### src/rtl/unidade_load_store.sv
// Load/store initiator for a 64-bit x 2**ABITS word data memory.
// Sub-doubleword stores are done as read-modify-write; loads are extracted and extended.
module unidade_load_store #(
  parameter int BITS  = 64,
  parameter int ABITS = 5
) (
  input  logic             i_clk,
  input  logic             i_reset,
  input  logic             i_start,
  input  logic             i_op_store,
  input  logic [2:0]       i_funct3,
  input  logic [ABITS+2:0] i_addr,
  input  logic [BITS-1:0]  i_wdata,
  output logic             o_busy,
  output logic             o_done,
  output logic [BITS-1:0]  o_rdata,
  output logic             o_misaligned,
  output logic             o_illegal,
  output logic [ABITS-1:0] o_mem_addr,
  output logic             o_mem_we,
  output logic [BITS-1:0]  o_mem_din,
  input  logic [BITS-1:0]  i_mem_dout
);

  typedef enum logic [1:0] {S_IDLE, S_READ, S_WRITE, S_DONE} state_t;

  state_t           r_state, w_next;
  logic             r_op_store;
  logic [2:0]       r_funct3;
  logic [2:0]       r_off;
  logic [BITS-1:0]  r_wdata;
  logic [ABITS-1:0] r_mem_addr;
  logic [BITS-1:0]  r_mem_din;
  logic [BITS-1:0]  r_rdata;
  logic             r_mis;
  logic             r_ill;

  logic             w_in_ill, w_in_mis, w_accept;
  logic [5:0]       w_shamt;
  logic [BITS-1:0]  w_shifted, w_ext, w_size_mask, w_mask, w_merged;

  // Decode of the incoming request; a malformed funct3 is reported as illegal only.
  always_comb begin
    w_in_ill = i_op_store ? i_funct3[2] : (i_funct3 == 3'b111);
    case (i_funct3[1:0])
      2'b00:   w_in_mis = 1'b0;
      2'b01:   w_in_mis = i_addr[0];
      2'b10:   w_in_mis = |i_addr[1:0];
      default: w_in_mis = |i_addr[2:0];
    endcase
    w_in_mis = w_in_mis & ~w_in_ill;
  end

  assign w_accept = (r_state == S_IDLE) && i_start;

  always_comb begin
    w_next = r_state;
    case (r_state)
      S_IDLE:
        if (i_start) begin
          if (w_in_ill || w_in_mis)                       w_next = S_DONE;
          else if (i_op_store && i_funct3[1:0] == 2'b11)  w_next = S_WRITE;
          else                                            w_next = S_READ;
        end
      S_READ:  w_next = r_op_store ? S_WRITE : S_DONE;
      S_WRITE: w_next = S_DONE;
      default: w_next = S_IDLE;
    endcase
  end

  // Datapath: align the addressed field to bit 0 for loads, and to the offset for store merge.
  assign w_shamt   = {r_off, 3'b000};
  assign w_shifted = i_mem_dout >> w_shamt;

  always_comb begin
    case (r_funct3)
      3'b000:  w_ext = {{(BITS-8){w_shifted[7]}},   w_shifted[7:0]};
      3'b001:  w_ext = {{(BITS-16){w_shifted[15]}}, w_shifted[15:0]};
      3'b010:  w_ext = {{(BITS-32){w_shifted[31]}}, w_shifted[31:0]};
      3'b100:  w_ext = {{(BITS-8){1'b0}},           w_shifted[7:0]};
      3'b101:  w_ext = {{(BITS-16){1'b0}},          w_shifted[15:0]};
      3'b110:  w_ext = {{(BITS-32){1'b0}},          w_shifted[31:0]};
      default: w_ext = w_shifted;
    endcase
    case (r_funct3[1:0])
      2'b00:   w_size_mask = {{(BITS-8){1'b0}},  8'hFF};
      2'b01:   w_size_mask = {{(BITS-16){1'b0}}, 16'hFFFF};
      2'b10:   w_size_mask = {{(BITS-32){1'b0}}, 32'hFFFF_FFFF};
      default: w_size_mask = '1;
    endcase
    w_mask   = w_size_mask << w_shamt;
    w_merged = (i_mem_dout & ~w_mask) | ((r_wdata << w_shamt) & w_mask);
  end

  always_ff @(posedge i_clk or posedge i_reset) begin
    if (i_reset) begin
      r_state    <= S_IDLE;
      r_op_store <= 1'b0;
      r_funct3   <= '0;
      r_off      <= '0;
      r_wdata    <= '0;
      r_mem_addr <= '0;
      r_mem_din  <= '0;
      r_rdata    <= '0;
      r_mis      <= 1'b0;
      r_ill      <= 1'b0;
    end else begin
      r_state <= w_next;
      if (w_accept) begin
        r_op_store <= i_op_store;
        r_funct3   <= i_funct3;
        r_off      <= i_addr[2:0];
        r_wdata    <= i_wdata;
        r_mem_addr <= i_addr[ABITS+2:3];
        r_mis      <= w_in_mis;
        r_ill      <= w_in_ill;
        if (w_next == S_WRITE) r_mem_din <= i_wdata;
      end
      if (r_state == S_READ) begin
        if (r_op_store) r_mem_din <= w_merged;
        else            r_rdata   <= w_ext;
      end
    end
  end

  // mem_we decodes straight from state so an async reset drops it at once.
  assign o_busy       = (r_state != S_IDLE);
  assign o_done       = (r_state == S_DONE);
  assign o_mem_we     = (r_state == S_WRITE);
  assign o_misaligned = o_done & r_mis;
  assign o_illegal    = o_done & r_ill;
  assign o_rdata      = r_rdata;
  assign o_mem_addr   = r_mem_addr;
  assign o_mem_din    = r_mem_din;

endmodule

### config.mk
export PLATFORM = sky130hd
export DESIGN_NAME = unidade_load_store
export DESIGN_NICKNAME = d
export VERILOG_FILES = /design/src/rtl/unidade_load_store.sv
export SDC_FILE = /design/constraint.sdc
export NUM_CORES = 1
export LEC_CHECK = 0
export ABC_AREA = 1
export BUFFER_PORTS_ARGS = -buffer_cell sky130_fd_sc_hd__buf_2
export CAP_MARGIN = 20
export CORE_MARGIN = 2
export CORE_UTILIZATION = 45
export CTS_CLUSTER_SIZE = 40
export DETAILED_ROUTE_END_ITERATION = 8
export GPL_ROUTABILITY_DRIVEN = 0
export HOLD_SLACK_MARGIN = 0.06
export MAX_ROUTING_LAYER = met4
export PLACE_DENSITY_LB_ADDON = 0.1
export SLEW_MARGIN = 10
export SYNTH_ARGS = -nofsm -noshare
export SYNTH_HDL_FRONTEND = slang
export SYNTH_SLANG_ARGS = --single-unit
export TNS_END_PERCENT = 30
### constraint.sdc
create_clock -name i_clk -period 14.9 [get_ports i_clk]
set_input_delay 0.745 -clock i_clk [delete_from_list [all_inputs] [get_ports i_clk]]
set_output_delay 0.745 -clock i_clk [all_outputs]
set_load 0.05 [all_outputs]
==> run summary, run 1 <==
final setup fails: 0
vias in the first global route: 13080
GR met3 Demand/Resource: 4.700%
Setup WS pre-CTS: 11200 ps
crit-path max FO: 111
post-CTS sizing: 0
Site Rows: 62
CP peak stage delay: 790 ps
# hold bufs at CTS: 0
Crit Path Category: reg2reg
largest net degree at the start of global routing: 112
Clk Latency, worst-skew pair: 530 ps
P_leak: 0.007492 uW
Worst path slowest cell: buf_4
Initial Utilization: 45.67%
Routed Antenna Nets: 0
dpl cell area: 14510 sq um
total global routing overflow: 0
CTS buffer count: 23
# IOs: 281
Post CTS Setup Buffer Count: 0
final worst slack: 11170 ps
core area: 28700 sq um
Max Fclk: 0.2678 GHz
mapped cell area: 13110 sq um
Initial DRC Count: 2052
gr busiest metal: met2
Die Area: 30510 sq um
Longest Clk Path Bufs: 3
part of the Yosys area used for sequential elements: 39.71%
DPL Wire Length: 36.69 mm
Num Clock Sinks: 208
clock skew: 12.33 ps
Vias per Instance: 5.726
RSZ-0062 raised after global routing: no
H-tree Lvls: 1
worst-path cell chain: inv_1, ha_1, inv_1, nor2_4, buf_4, nor2_1, nand3_2, buf_4, inv_2, buf_12, nand3_1, nand3_1, nand2_1
Cell variety after synth: 37
max cap viols: 0
critical path launch point type: register
die height: 174.7 um
CTS tree: built
worst endpoint required time: 15370 ps
post-layout min period: 3734 ps
chip width: 174.7 um
worst-margin pin slew: 1068 ps
Hold Violations, Final: 0
pwr/cell area: 289.5 nW/um^2
post-route insts no fill: 2480
Vias: 14200
final instance area: 15210 sq um
DR WL/cell: 20.01 um
Reg2Reg Setup Slack: 11170 ps
Worst EP arrival: 4200 ps
Final Core Density: 52.99%
drt drc: 0
CP Capture Type: register
setup_tns: 0 ps
Final Cycle Share: 25.06%
Avg Synthesized Cell Area: 6.903 sq um
status: finished, final reports clean
YS warnings: 0
Mapped Nets: 2046
flops & latches, synth: 208
clk slew on worst S/H paths: 70 ps
total placed cells including tap cells: 2439
gr usage total: 32.97%
cell family with most CP delay: buffers and inverters
relative slew slack: 28.78%
met1 GRT Util: 47.41%
Mapped Cells: 1899
met2 usage: 48.63%
antenna violations before repair: 3
worst hold path class: in2async
# nets final: 2227
fin. max-slew vios: 0
first-pass GRT wire length: 76.56 mm
final wirelength: 49.63 mm
Bufs and invs on worst path: 6
Max IR drop VDD: 0.4546 mV
CTS root buf: clkbuf_16
Port Buffers: 280
Area Growth Syn to Fin: 16.02%
layout cells sized above 1: 17.73%
drt first pass iters: 7
stage by stage:
| step | total power (uW) | hold slack (ps) |
|---|---|---|
| after global placement | 3789 | 466.1 |
| after CTS | 4372 | 323.1 |
| after floorplan | 3121 | 453.0 |
| after global routing | 4695 | 352.5 |
| final | 4403 | 293.6 |
| after detailed placement | 3820 | 463.2 |
logic make-up after synthesis:
logic type               count (synthesis)  share of synthesized area, %
AND/OR/NAND/NOR                        916                         28.90
AO/OA/AOI/OAI                          464                         21.09
buffers and inverters                  306                         9.841
flip-flops                             208                         39.71
adder cells (fa/ha/maj)                  4                        0.3818
multiplexers                             1                       0.07636
cell type report:
type | instances | area [sq um]
diodes | 3 | 7.507
flip-flops and latches | 208 | 5210
clock inverters | 2 | 13.76
inverters | 164 | 623.1
well taps | 384 | 480.5
multi-input cells | 1385 | 6650
clock buffers | 36 | 674.4
repair buffers | 298 | 1549
fillers | 3024 | 13490
cell usage after synthesis:
cell | instances | area, sq um
a22oi_2 | 1 | 12.51
a211oi_1 | 6 | 45.04
nand3_2 | 1 | 10.01
clkbuf_1 | 65 | 244.0
nand3_4 | 2 | 35.03
buf_1 | 8 | 30.03
buf_2 | 59 | 295.3
nor2_1 | 205 | 769.5
nand3_1 | 199 | 996.0
buf_4 | 2 | 15.01
dfrtp_1 | 208 | 5205
mux2i_1 | 1 | 10.01
o31ai_1 | 7 | 52.55
a22o_1 | 1 | 8.760
o211ai_2 | 1 | 12.51
a31oi_1 | 12 | 75.07
or2_2 | 7 | 43.79
buf_6 | 8 | 90.09
o21ai_0 | 217 | 1086
o22ai_1 | 1 | 6.260
o21a_1 | 5 | 37.54
and2_1 | 1 | 6.260
nand2_1 | 482 | 1809
clkinv_1 | 1 | 3.750
o21ai_1 | 12 | 60.06
a22oi_1 | 2 | 15.01
o221ai_1 | 1 | 8.760
inv_1 | 158 | 593.1
o21ai_2 | 1 | 8.760
nor3_1 | 4 | 20.02
inv_2 | 5 | 18.77
a21oi_1 | 57 | 285.3
nand2_4 | 1 | 11.26
nor2_2 | 14 | 87.58
ha_1 | 4 | 50.05
o21bai_1 | 65 | 488.0
o211ai_1 | 75 | 563.0
layout by cell type, fill, tap and decap left out, types with 2 or more instances in the layout:
cell type,netlist,final
inv_2,5,6
a21oi_1,57,56
buf_2,59,280
dfrtp_1,208,206
clkbuf_1,65,8
or2_2,7,7
o31ai_1,7,7
nand2_2,0,2
nand3_1,199,198
o211ai_1,75,75
clkbuf_8,0,5
nor3_1,4,4
o21a_1,5,5
o21ai_0,217,217
nand3_4,2,2
a31oi_1,12,12
nand3_2,1,2
a211oi_1,6,6
buf_4,2,17
nor2_2,14,14
diode_2,0,3
nand2_4,1,2
nand2_1,482,479
o21ai_1,12,12
inv_1,158,156
o21bai_1,65,65
a22oi_1,2,2
nor2_1,205,204
clkbuf_16,0,23
ha_1,4,4
final timing paths:
kind                               start             to  cells after the start
max                           r_state[1]  o_mem_din[30]                     13
min                              i_reset  o_mem_din[42]                      2
max reg2reg                   r_state[1]  o_mem_din[30]                     13
min reg2reg                o_mem_addr[3]  o_mem_addr[3]                      2
max in group asynchronous        i_reset       r_off[0]                      3
min in group i_clk             i_addr[6]  o_mem_addr[3]                      3
worst reg2reg max path: stages (launching register included):
cell and delay, ps:
dfrtp_1 410, inv_1 110, ha_1 190, inv_1 80, nor2_4 70, buf_4 790, nor2_1 170, nand3_2 130
buf_4 630, inv_2 480, buf_12 300, nand3_1 140, nand3_1 90, nand2_1 100
report_power, final:
| part | internal (uW) | switching [uW] | total [uW] |
|---|---|---|---|
| clock network | 308 | 236 | 543 |
| registers | 853 | 201 | 1050 |
| logic | 693 | 2110 | 2810 |
flip-flops by register name, summed over array words and instances, names as in the netlist:
signal,cells
r_mis,1
r_wdata,64
o_rdata,64
o_mem_din,64
r_off,3
r_funct3,3
o_mem_addr,5
r_op_store,1
r_state,2
r_ill,1
routing by layer:
layer  vias to the layer above  share of wire, %
met2                       873                43
met4                         0               3.2
met3                       116                11
met5                         -                 0
li1                       6601                 -
met1                      6610                42
(Power assumes the default switching activity.)
==> run 2, diff against run 1 <==
- ABC_AREA: 1 -> 0
- clock period: 14.9 -> 3.7 ns (I/O delays scaled with it)
==> run summary, run 2 <==
antenna violations before repair: 1
YS warnings: 0
Max Fclk: 0.3378 GHz
hold path cells: 3
Sequential Area: 5216 sq um
Port Buffers: 280
CTS buffer count: 24
worst hold path class: in2reg
core area: 27860 sq um
Initial DRC Count: 1026
fin. max-slew vios: 0
Max IR drop VDD: 0.5801 mV
dpl cell area: 14420 sq um
Crit Path Category: reg2reg
Mapped Nets: 1388
worst-margin pin slew: 1012 ps
RR Endpoint: o_mem_din[1]
flops & latches, synth: 208
DPL Wire Length: 34.28 mm
Area Growth Syn to Fin: 26.58%
Crit. Startpoint: r_state[1]
Avg Synthesized Cell Area: 10.29 sq um
Worst EP arrival: 3410 ps
drt first pass iters: 5
hold_ws: 65.55 ps
Multi-input gate area: 7023 sq um
Routed Antenna Nets: 0
Die Area: 29740 sq um
mapped cell area: 12770 sq um
clk slew on worst S/H paths: 60 ps
commonest non-fill, non-tap cell in the layout: buf_2
Num Clock Sinks: 208
DR WL/cell: 24.53 um
Reg2Reg Setup Slack: 740 ps
P_sw: 9170 uW
final setup fails: 0
post-layout min period: 2961 ps
drt drc: 0
largest net degree at the start of global routing: 91
worst endpoint required time: 4150 ps
hold endpoint: o_mem_din[0]
CP Capture Type: register
Longest Clk Path Bufs: 3
Pint: 8668 uW
crit-path max FO: 34
first-pass GRT wire length: 70.77 mm
Worst path slowest cell: and4_2
total global routing overflow: 0
pwr/cell area: 1104 nW/um^2
CTS tree: built
cell family with most CP delay: simple AND/OR/NAND/NOR gates
most frequent cell after synthesis: dfrtp_1
clock skew: 23.79 ps
Bufs and invs on worst path: 2
top cell type's share of synthesized area: 40.76%
register share of total power: 27.3%
relative slew slack: 32.52%
Hold Violations, Final: 0
gr usage total: 32.75%
Mapped Cells: 1241
Site Rows: 61
final wirelength: 47.91 mm
Vias: 11730
vias in the first global route: 11360
CP peak stage delay: 830 ps
# nets final: 1707
asr flop ratio synth: 100.0%
worst-path cell chain: inv_1, ha_1, nand2_4, nor4_1, and4_2, nand3_1, o211ai_1, dlygate4sd3_1
H-tree Lvls: 1
RSZ-0062 raised after global routing: no
Logic pwr share: 59.7%
P_leak: 0.007287 uW
fillers: 2427
Clock Power Share: 13.1%
critical path launch point type: register
Initial Utilization: 45.83%
post-CTS sizing: 0
Worst Hold Launch: i_mem_dout[0]
worst flop-to-flop path startpoint: r_state[1]
Final Cycle Share: 80.01%
CTS root buf: clkbuf_16
Vias per Instance: 6.006
part of the Yosys area used for sequential elements: 40.76%
sw frac: 51.41%
Crit path depth: 8
ranking of synthesized cells by area: dfrtp_1 41%, mux2i_1 13%, mux2_2 10%
# IOs: 281
Post-synth EDFFs: 0
final instance area: 16160 sq um
setup_tns: 0 ps
Post CTS Setup Buffer Count: 0
FF-to-FF path depth: 8
chip width: 172.4 um
Synth area leader: dfrtp_1
Synth Flop Type: dfrtp_1
die height: 172.4 um
status: finished, final reports clean
most frequent cells after synthesis: 208 x dfrtp_1, 162 x mux2i_1, 116 x mux2_2
layout cells sized above 1: 34.18%
most frequent cells in the layout: 280 x buf_2, 205 x dfrtp_1, 162 x mux2i_1, 116 x mux2_2, 103 x nand3_1
max cap viols: 0
Cell variety after synth: 52
Clk Latency, worst-skew pair: 530 ps
## run 2: cell families after synthesis
kind of cell | count (synthesis) | synth area share (%)
AO/OA/AOI/OAI | 255 | 14.53
adder cells (fa/ha/maj) | 4 | 0.3920
buffers and inverters | 125 | 4.458
flip-flops | 208 | 40.76
multiplexers | 303 | 27.34
AND/OR/NAND/NOR | 346 | 12.51
## run 2: layout make-up
| cell class | instances | area share, % |
|---|---|---|
| antenna | 1 | 0.01548 |
| timing repair buffer | 404 | 16.29 |
| inverter | 14 | 0.3484 |
| clock inverter | 4 | 0.3174 |
| sequential | 208 | 32.28 |
| tap | 378 | 2.926 |
| clock buffer | 36 | 4.374 |
| multi-input combinational | 908 | 43.45 |
## run 2: stage by stage
step	power [uW]	utilization, %	cells	setup WS (ps)
final	17840	58.01	1953	739.5
after global routing	18750	58.01	1953	509.6
after CTS	17730	57.95	1951	768.1
after detailed placement	15280	51.74	1814	826.7
after global placement	15160	51.74	1814	871.6
after floorplan	12490	-	1241	814.8
## run 2: metal layers
metal | track usage, % | up-vias | wire length (um)
met2 | 51.69 | 566 | 22470
met5 | - | - | 0
li1 | - | 5217 | -
met4 | 11.18 | 0 | 1707
met3 | 4.738 | 102 | 3700
met1 | 43.44 | 5844 | 20030
## run 2: what timing repair did
item / in CTS / in global routing
hold endpoints to repair: 178 / 0
setup endpoints to repair: 0 / 0
hold buffers: 97 / 0
## run 2: worst max path at each step
stage	to	slack (ps)
final	o_mem_din[1]	740
after CTS	o_mem_din[1]	770
after global placement	o_mem_din[49]	870
after floorplan	o_mem_addr[0]	810
after detailed placement	o_rdata[63]	830
after global routing	o_mem_din[1]	510
## run 2: power groups by stage
| stage | Combinational [uW] | Clock, uW | Sequential (uW) |
|---|---|---|---|
| after global routing | 11300 | 2460 | 4970 |
| final | 10600 | 2330 | 4860 |
| after CTS | 10600 | 2360 | 4800 |
| after detailed placement | 10400 | 0 | 4840 |
| after global placement | 10300 | 0 | 4810 |
| after floorplan | 5920 | 0 | 6570 |
## run 2: worst reg2reg max path, delay by kind of cell (launching register included)
family                   cells  cell delay (ps)
flip-flops                   1              410
AO/OA/AOI/OAI                1              130
AND/OR/NAND/NOR              4             1450
adder cells (fa/ha/maj)      1              250
buffers and inverters        2              670
